**src/rtl/cache_ctrl_fsm_param.sv**
```systemverilog
// cache_ctrl_fsm_param: controller for a direct-mapped, write-through data cache.
// Owns the tag/valid array, decides hit/miss, sequences the main-memory
// handshake, drives the data-array strobes and runs a multi-cycle flush.
// Optional feature macro: CACHE_WRITE_ALLOCATE_EN (write miss installs the line).
module cache_ctrl_fsm_param #(
  parameter int unsigned INDEX_W = 5,
  parameter int unsigned TAG_W   = 3
) (
  input  logic               clk,
  input  logic               reset,
  input  logic               mem_read,
  input  logic               mem_write,
  input  logic [INDEX_W-1:0] index,
  input  logic [TAG_W-1:0]   tag,
  input  logic               flush,
  input  logic               ready,
  output logic               stall,
  output logic               main_read,
  output logic               main_write,
  output logic               refill,
  output logic               update,
  output logic               hit
);

  localparam int unsigned LINES = 1 << INDEX_W;

  typedef enum logic [2:0] {
    IDLE      = 3'd0,
    LOOKUP_RD = 3'd1,
    LOOKUP_WR = 3'd2,
    MISS_RD   = 3'd3,
    REFILL    = 3'd4,
    WR_MAIN   = 3'd5,
    FLUSH     = 3'd6
  } state_t;

  state_t             state;
  state_t             state_nxt;
  logic [INDEX_W-1:0] idx_r;
  logic [TAG_W-1:0]   tag_r;
  logic [INDEX_W-1:0] cnt;
  logic [LINES-1:0]   valid;
  logic [TAG_W-1:0]   tag_array [LINES];

  logic lookup_hit;
  logic accept;
  logic set_line;
  logic clr_line;

  // Tag compare against the registered request.
  assign lookup_hit = valid[idx_r] && (tag_array[idx_r] == tag_r);

  // State, request capture, valid bits and flush counter.
  always_ff @(posedge clk) begin
    if (reset) begin
      state <= IDLE;
      valid <= '0;
      cnt   <= '0;
      idx_r <= '0;
      tag_r <= '0;
    end else begin
      state <= state_nxt;
      if (accept) begin
        idx_r <= index;
        tag_r <= tag;
      end
      if (set_line) begin
        valid[idx_r] <= 1'b1;
      end
      if (clr_line) begin
        valid[cnt] <= 1'b0;
        cnt        <= cnt + INDEX_W'(1);
      end
    end
  end

  // Tag storage; validity is tracked separately, so no reset is needed here.
  always_ff @(posedge clk) begin
    if (!reset && set_line) begin
      tag_array[idx_r] <= tag_r;
    end
  end

  // Next-state and output decode from the registered state.
  always_comb begin
    state_nxt  = state;
    stall      = 1'b0;
    main_read  = 1'b0;
    main_write = 1'b0;
    refill     = 1'b0;
    update     = 1'b0;
    hit        = 1'b0;
    accept     = 1'b0;
    set_line   = 1'b0;
    clr_line   = 1'b0;
    unique case (state)
      IDLE: begin
        if (flush) begin
          state_nxt = FLUSH;
        end else if (mem_read && !mem_write) begin
          state_nxt = LOOKUP_RD;
          accept    = 1'b1;
        end else if (mem_write && !mem_read) begin
          state_nxt = LOOKUP_WR;
          accept    = 1'b1;
        end
      end
      LOOKUP_RD: begin
        if (lookup_hit) begin
          hit       = 1'b1;
          state_nxt = IDLE;
        end else begin
          stall     = 1'b1;
          state_nxt = MISS_RD;
        end
      end
      MISS_RD: begin
        stall     = 1'b1;
        main_read = 1'b1;
        if (ready) begin
          state_nxt = REFILL;
        end
      end
      REFILL: begin
        stall     = 1'b1;
        refill    = 1'b1;
        set_line  = 1'b1;
        state_nxt = IDLE;
      end
      LOOKUP_WR: begin
        stall     = 1'b1;
        state_nxt = WR_MAIN;
        if (lookup_hit) begin
          hit    = 1'b1;
          update = 1'b1;
        end else begin
`ifdef CACHE_WRITE_ALLOCATE_EN
          update   = 1'b1;
          set_line = 1'b1;
`else
          update   = 1'b0;
`endif
        end
      end
      WR_MAIN: begin
        stall      = 1'b1;
        main_write = 1'b1;
        if (ready) begin
          state_nxt = IDLE;
        end
      end
      FLUSH: begin
        stall    = 1'b1;
        clr_line = 1'b1;
        if (cnt == INDEX_W'(LINES - 1)) begin
          state_nxt = IDLE;
        end
      end
      default: begin
        state_nxt = IDLE;
      end
    endcase
  end

endmodule
```
**config.mk**
```make
export PLATFORM = sky130hd
export DESIGN_NAME = cache_ctrl_fsm_param
export DESIGN_NICKNAME = d
export VERILOG_FILES = /design/src/rtl/cache_ctrl_fsm_param.sv
export SDC_FILE = /design/constraint.sdc
export NUM_CORES = 1
export LEC_CHECK = 0
export BUFFER_PORTS_ARGS = -buffer_cell sky130_fd_sc_hd__buf_2
export CAP_MARGIN = 30
export CORE_MARGIN = 4
export CORE_UTILIZATION = 50
export DETAILED_ROUTE_END_ITERATION = 12
export PLACE_DENSITY = 0.77
export SYNTH_ARGS = -nofsm -noshare
export SYNTH_HDL_FRONTEND = slang
export SYNTH_SLANG_ARGS = --single-unit
```
**constraint.sdc**
```tcl
create_clock -name clk -period 1.8 [get_ports clk]
set_input_delay 0 -clock clk [delete_from_list [all_inputs] [get_ports clk]]
set_output_delay 0 -clock clk [all_outputs]
set_load 0.05 [all_outputs]
```
# After elaboration in Yosys (flattened, before gate mapping)
# Memory sizes are Yosys's and may differ from the RTL's. A register that Yosys moved wholly into a read port is not among the register bits.
# Index checks and enable logic that the tools add are counted.
[classes] n_reduce_logical=13 n_eq_ne=12 muxes=34 bitwise=3 n_addsub=1 n_lt_le_gt_ge=4
[ops] operator="32-bit two-way mux" count=3
[ops] operator="32-bit bitwise AND" count=1
[ops] operator="32-bit inverter" count=1
[ops] operator="32-bit OR" count=1
[ops] operator="3-bit two-way mux" count=6
[ops] operator="3-bit one-hot mux with 6 select lines" count=1
[ops] operator="1-bit two-way mux" count=17
[ops] operator="5-bit by 6-bit less-than comparator with 1-bit output (second input constant)" count=2
[ops] operator="1-bit demux with 5-bit select" count=2
[ops] operator="5-bit by 1-bit >= comparator with 1-bit output (second input constant)" count=2
[ops] operator="5-bit two-way mux" count=2
[ops] operator="3-bit == test (second input constant)" count=3
[ops] operator="3-bit by 2-bit == test with 1-bit output (second input constant)" count=2
[ops] operator="1-bit logical AND" count=6
[ops] operator="2-bit != test (second input constant)" count=3
[ops] operator="5-bit by 1-bit adder with 5-bit output (second input constant)" count=1
[ops] operator="1-bit binary-select mux with 5-bit select" count=1
[ops] operator="5-bit == test (second input constant)" count=1
[ops] operator="5-bit OR reduction" count=1
[ops] operator="4-bit != test (second input constant)" count=1
[ops] operator="4-bit AND reduction" count=1
[ops] operator="3-bit by 1-bit == test with 1-bit output (second input constant)" count=1
[ops] operator="3-bit == test" count=1
[ops] operator="1-bit zero test" count=3
[ops] operator="4 further kinds" count=4
[totals] input_bits=14 mem_count=1 ff_bits=48 ramBits=96 elab_cells=73
[memory_table] name="tag_array" words=32 width=3 rd=1 rd_ports_with_merged_regs=1 wr=1 line_no="43" text="logic [TAG_W-1:0] tag_array [LINES];"

# Longest topological paths before layout
[depth] word_depth=9 ltp_mapped=9

# Worst setup path before layout
# OpenSTA, ideal clock, no wires.
[synth_path] path_type="register to output" startpoint="reg idx_r[0]" endpoint="out stall" arrival_ps=2563 slack_ps=-763 stages_incl_launch_ff=9 path_cell_list="dfxtp_1 buf_2 buf_2 mux4_2 mux2i_1 nor2_1 a211oi_1 nor4_2 a31oi_1"
[synth_via] elab_chain_cells=5
[synth_lines] element="start, declared" line_no="39" text="logic [INDEX_W-1:0] idx_r;"
[synth_lines] element="start signal, assigned" line_no="64" text="idx_r <= index;"
[synth_lines] element="1-bit binary-select mux with 5-bit select" line_no="51" text="assign lookup_hit = valid[idx_r] && (tag_array[idx_r] == tag_r);"
[synth_lines] element="1-bit two-way mux (implied by the code)" line_no="51"
[synth_lines] element="1-bit logical AND" line_no="51"
[synth_lines] element="1-bit two-way mux" line_no="109" text="if (lookup_hit) begin"
[synth_lines] element="1-bit one-hot mux with 2 select lines" line_no="96" text="unique case (state)"
[synth_lines] element="end, declared" line_no="17" text="output logic stall,"
# No other way between the ends. The select of a mux whose other input is x is not followed.

==> results.toml <==
[sta]
report.final.hold_viol_count = 0
timing.clock.skew_ns = 0.00779
max_freq_mhz = 373
grt_setup_unrepaired = "yes"
slew_headroom = 0.711
timing_worst_slew_pin_value_ns = 0.433
setup_viol_count_final = 5
fin_crit_ns = 2.68
layout_setup_ws_ns = -0.884
slew_viol_final = 0
post_route_fraction_of_the_period_consumed_by_the_critical_path = 1.49
final.hold.worst_slack_ns = 0.255

[synthesis]
synth_fa_ha_area_frac = 0.0136
ys_warn_count = 0
post_synth_main_area_contributors = "sky130_fd_sc_hd__edfxtp_1 (45%), sky130_fd_sc_hd__dfxtp_1 (16%), sky130_fd_sc_hd__mux4_2 (6.3%)"
synth-seq-cells = 149
synth_top_family_by_area = "multiplexers"
asyncSetResetFlopFracSynth = 0
synthesis.instances = 512
ys_dominant_reg_cell = "sky130_fd_sc_hd__edfxtp_1"
synth.cells.most_frequent = "sky130_fd_sc_hd__edfxtp_1 (96), sky130_fd_sc_hd__nor2_1 (67), sky130_fd_sc_hd__dfxtp_1 (53)"
synth.largest_area_cell = "sky130_fd_sc_hd__edfxtp_1"
synth_mux_area_frac = 0.127
synth_fp_nets = 533
synthMostInstantiatedCell = "sky130_fd_sc_hd__edfxtp_1"
mappedNetlistArea_um2 = 6430
synth_cell_type_count = 38
synth.yosys.seq_area_share = 0.613
synth-edff-count = 96
avgSynthCellArea_um2 = 12.6
synthXorXnorAreaFrac = 0.00953
synth_compound_gate_area_share = 0.0969
simple_gate_portion_of_the_synthesized_area = 0.109
portion_of_synthesized_cell_area_occupied_by_the_leading_cell_type = 0.448

[clock_tree]
cts-htree-levels = 4
cts_num_sinks = 149
max-clock-path-buffers = 2
worst_skew_pair.late_latency_ns = 0.42
cts_tree = "built"
cts.reportedPaths.clkPinSlew_ns = 0.06
total_cts_buffers = 17
root_buffer = "sky130_fd_sc_hd__clkbuf_16"

[route]
drt_iter0_drc = 360
antenna_violating_nets_post_route = 0
via_per_inst = 5.81
num_vias = 4449
finalWirelength_um = 15100
avgRoutedWirePerCell_um = 19.7
drtPass1Iterations = 5
drc = 0

[final_layout]
layout-drive-gt1-share = 0.322
antenna_cells = 0
syn2layout_area_growth_pct = 25.8
finished_cell_area_um2 = 8090
final_net_count = 602

[critical_path]
worstPathBufferInverterCount = 2
critical_path.slowest_cell = "sky130_fd_sc_hd__mux4_2"
setup.worst_path.start_class = "flip-flop"
critical_path.max_fanout = 7
timing.critical_path.to_type = "primary output"
worst-setup-path-type = "reg2out"
critPathRequiredTime_ns = 1.80
timing.critical_path.cells = "mux4_2 > a22oi_2 > nand4_1 > xor2_2 > nor4_4 > buf_4 > and3_4 > buf_8"
worst_path_dominant_cell_family = "simple AND/OR/NAND/NOR gates"
cp_data_arrival_time_ns = 2.68
worst_path_largest_cell_delay_ns = 0.54

[placed_design]
detailedPlacementHpwl_um = 9810
place.gp.congestion = 0.933
buffer_ports.inserted = 19
placement.cell_area_um2 = 7030

[floorplanning]
die_area_um2 = 14700
floorplan.die.width_um = 121
floorplan.io_pins = 20
placementRows = 41
initial_core_util = 0.510
core_um2 = 12600
floorplan.die.height_um = 121

[global_route]
grt_start_max_net_pins = 34
grt_first_pass_wirelength_um = 24100
gr-total-overflow = 0
number_of_global_route_vias_before_repair = 4633
grt_util_all_layers = 0.217
antenna_violations_before_repair = 0

[pwr]
p_per_area_nw_per_um2 = 1160
max-vdd-ir-drop_v = 0.000920
power.static_leakage_nw = 2.64

[outcome]
run_status = "finished with violations"
failed_checks = "setup timing"

[worst_hold_path]
min_path_type = "in2reg"

[flow_run]
maxCapViolations = 0
## worst min-delay path, delay by kind of cell
| kind | cells | cell delay [ns] |
|---|---|---|
| and+or+nand+nor | 1 | 0.18 |
| buffers and inverters | 1 | 0.11 |
| AOI/OAI and AO/OA | 2 | 0.20 |
| adders and majority gates | 1 | 0.14 |
## routing by layer
| layer | wire (µm) | up-vias | GRT usage |
|---|---|---|---|
| li1 | - | 2068 | - |
| met1 | 5850 | 2175 | 0.259 |
| met2 | 8010 | 174 | 0.372 |
| met3 | 853 | 32 | 0.0597 |
| met4 | 378 | 0 | 0.0854 |
| met5 | 0 | - | 0 |
## power by group
part	leakage [nW]	switching (W)	internal (W)
Sequential	1.28	0.000135	0.00378
Clock	0.294	0.00131	0.00233
Combinational	1.07	0.00107	0.000742
## path summary, 6_finish.rpt
path / from / end / slack [ns] / depth (start not counted)
hold reg to reg: valid[0]$_SDFF_PP0_ / valid[0]$_SDFF_PP0_ / 0.52 / 2
hold / removal: mem_write / state[1]$_SDFFE_PP0P_ / 0.26 / 5
setup reg to reg: flip-flop / state[1]$_SDFFE_PP0P_ / -0.49 / 9
setup / recovery: flip-flop / hit / -0.88 / 8
## placed cells by master, fill, tap and decap left out, types with 11 or more instances in the layout
| master | instances |
|---|---|
| sky130_fd_sc_hd__clkbuf_16 | 17 |
| sky130_fd_sc_hd__buf_4 | 50 |
| sky130_fd_sc_hd__a211oi_1 | 29 |
| sky130_fd_sc_hd__edfxtp_1 | 96 |
| sky130_fd_sc_hd__nand2_1 | 27 |
| sky130_fd_sc_hd__nor2_2 | 22 |
| sky130_fd_sc_hd__nor2_1 | 34 |
| sky130_fd_sc_hd__mux2i_1 | 35 |
| sky130_fd_sc_hd__dfxtp_1 | 46 |
| sky130_fd_sc_hd__dlygate4sd3_1 | 11 |
| sky130_fd_sc_hd__buf_2 | 15 |
| sky130_fd_sc_hd__a21oi_1 | 37 |
| sky130_fd_sc_hd__mux4_2 | 19 |
| sky130_fd_sc_hd__nor2_4 | 11 |
## sequential cells by signal, summed over array words and instances, names as in the netlist, named ones only
register	flops
cnt	5
idx_r	5
state	3
tag_array	96
tag_r	3
valid	32
## through the flow
stage	power, W	util	setup TNS, ns	instances	worst slack [ns]
floorplan	0.00503	-	-1.55	512	-0.431
global placement	0.00553	0.557	-13.36	719	-0.806
detailed placement	0.00556	0.557	-18.89	719	-0.820
CTS	0.00929	0.629	-3.80	767	-0.900
global route	0.00972	0.641	-4.39	766	-1.04
finish	0.00936	0.641	-3.62	766	-0.884
## cell families (layout without fill, tap and decap cells)
kind of cell | count (synthesis) | in the layout
compound gates | 96 | 96
xor+xnor | 7 | 7
fa+ha+maj | 7 | 7
buf+inv | 46 | 128
flops | 149 | 149
mux | 56 | 56
simple gates | 151 | 151
## timing repair
item | in CTS | in global routing
hold endpoints to repair | 15 | 0
pin swaps | 6 | 1
resized for setup | 41 | 49
buffers inserted | 5 | 1
hold buffers | 11 | 0
endpoints found under the setup margin | 108 | 103
## layout make-up
class	instances	area [µm²]
Multi-Input combinational cell	317	2570
Sequential cell	149	3960
Timing Repair Buffer	86	694
Clock buffer	25	495
Clock inverter	7	119
Fill cell	950	4530
Inverter	10	37.5
Tap cell	172	215
No activity file was read; power rests on OpenSTA's default activity.
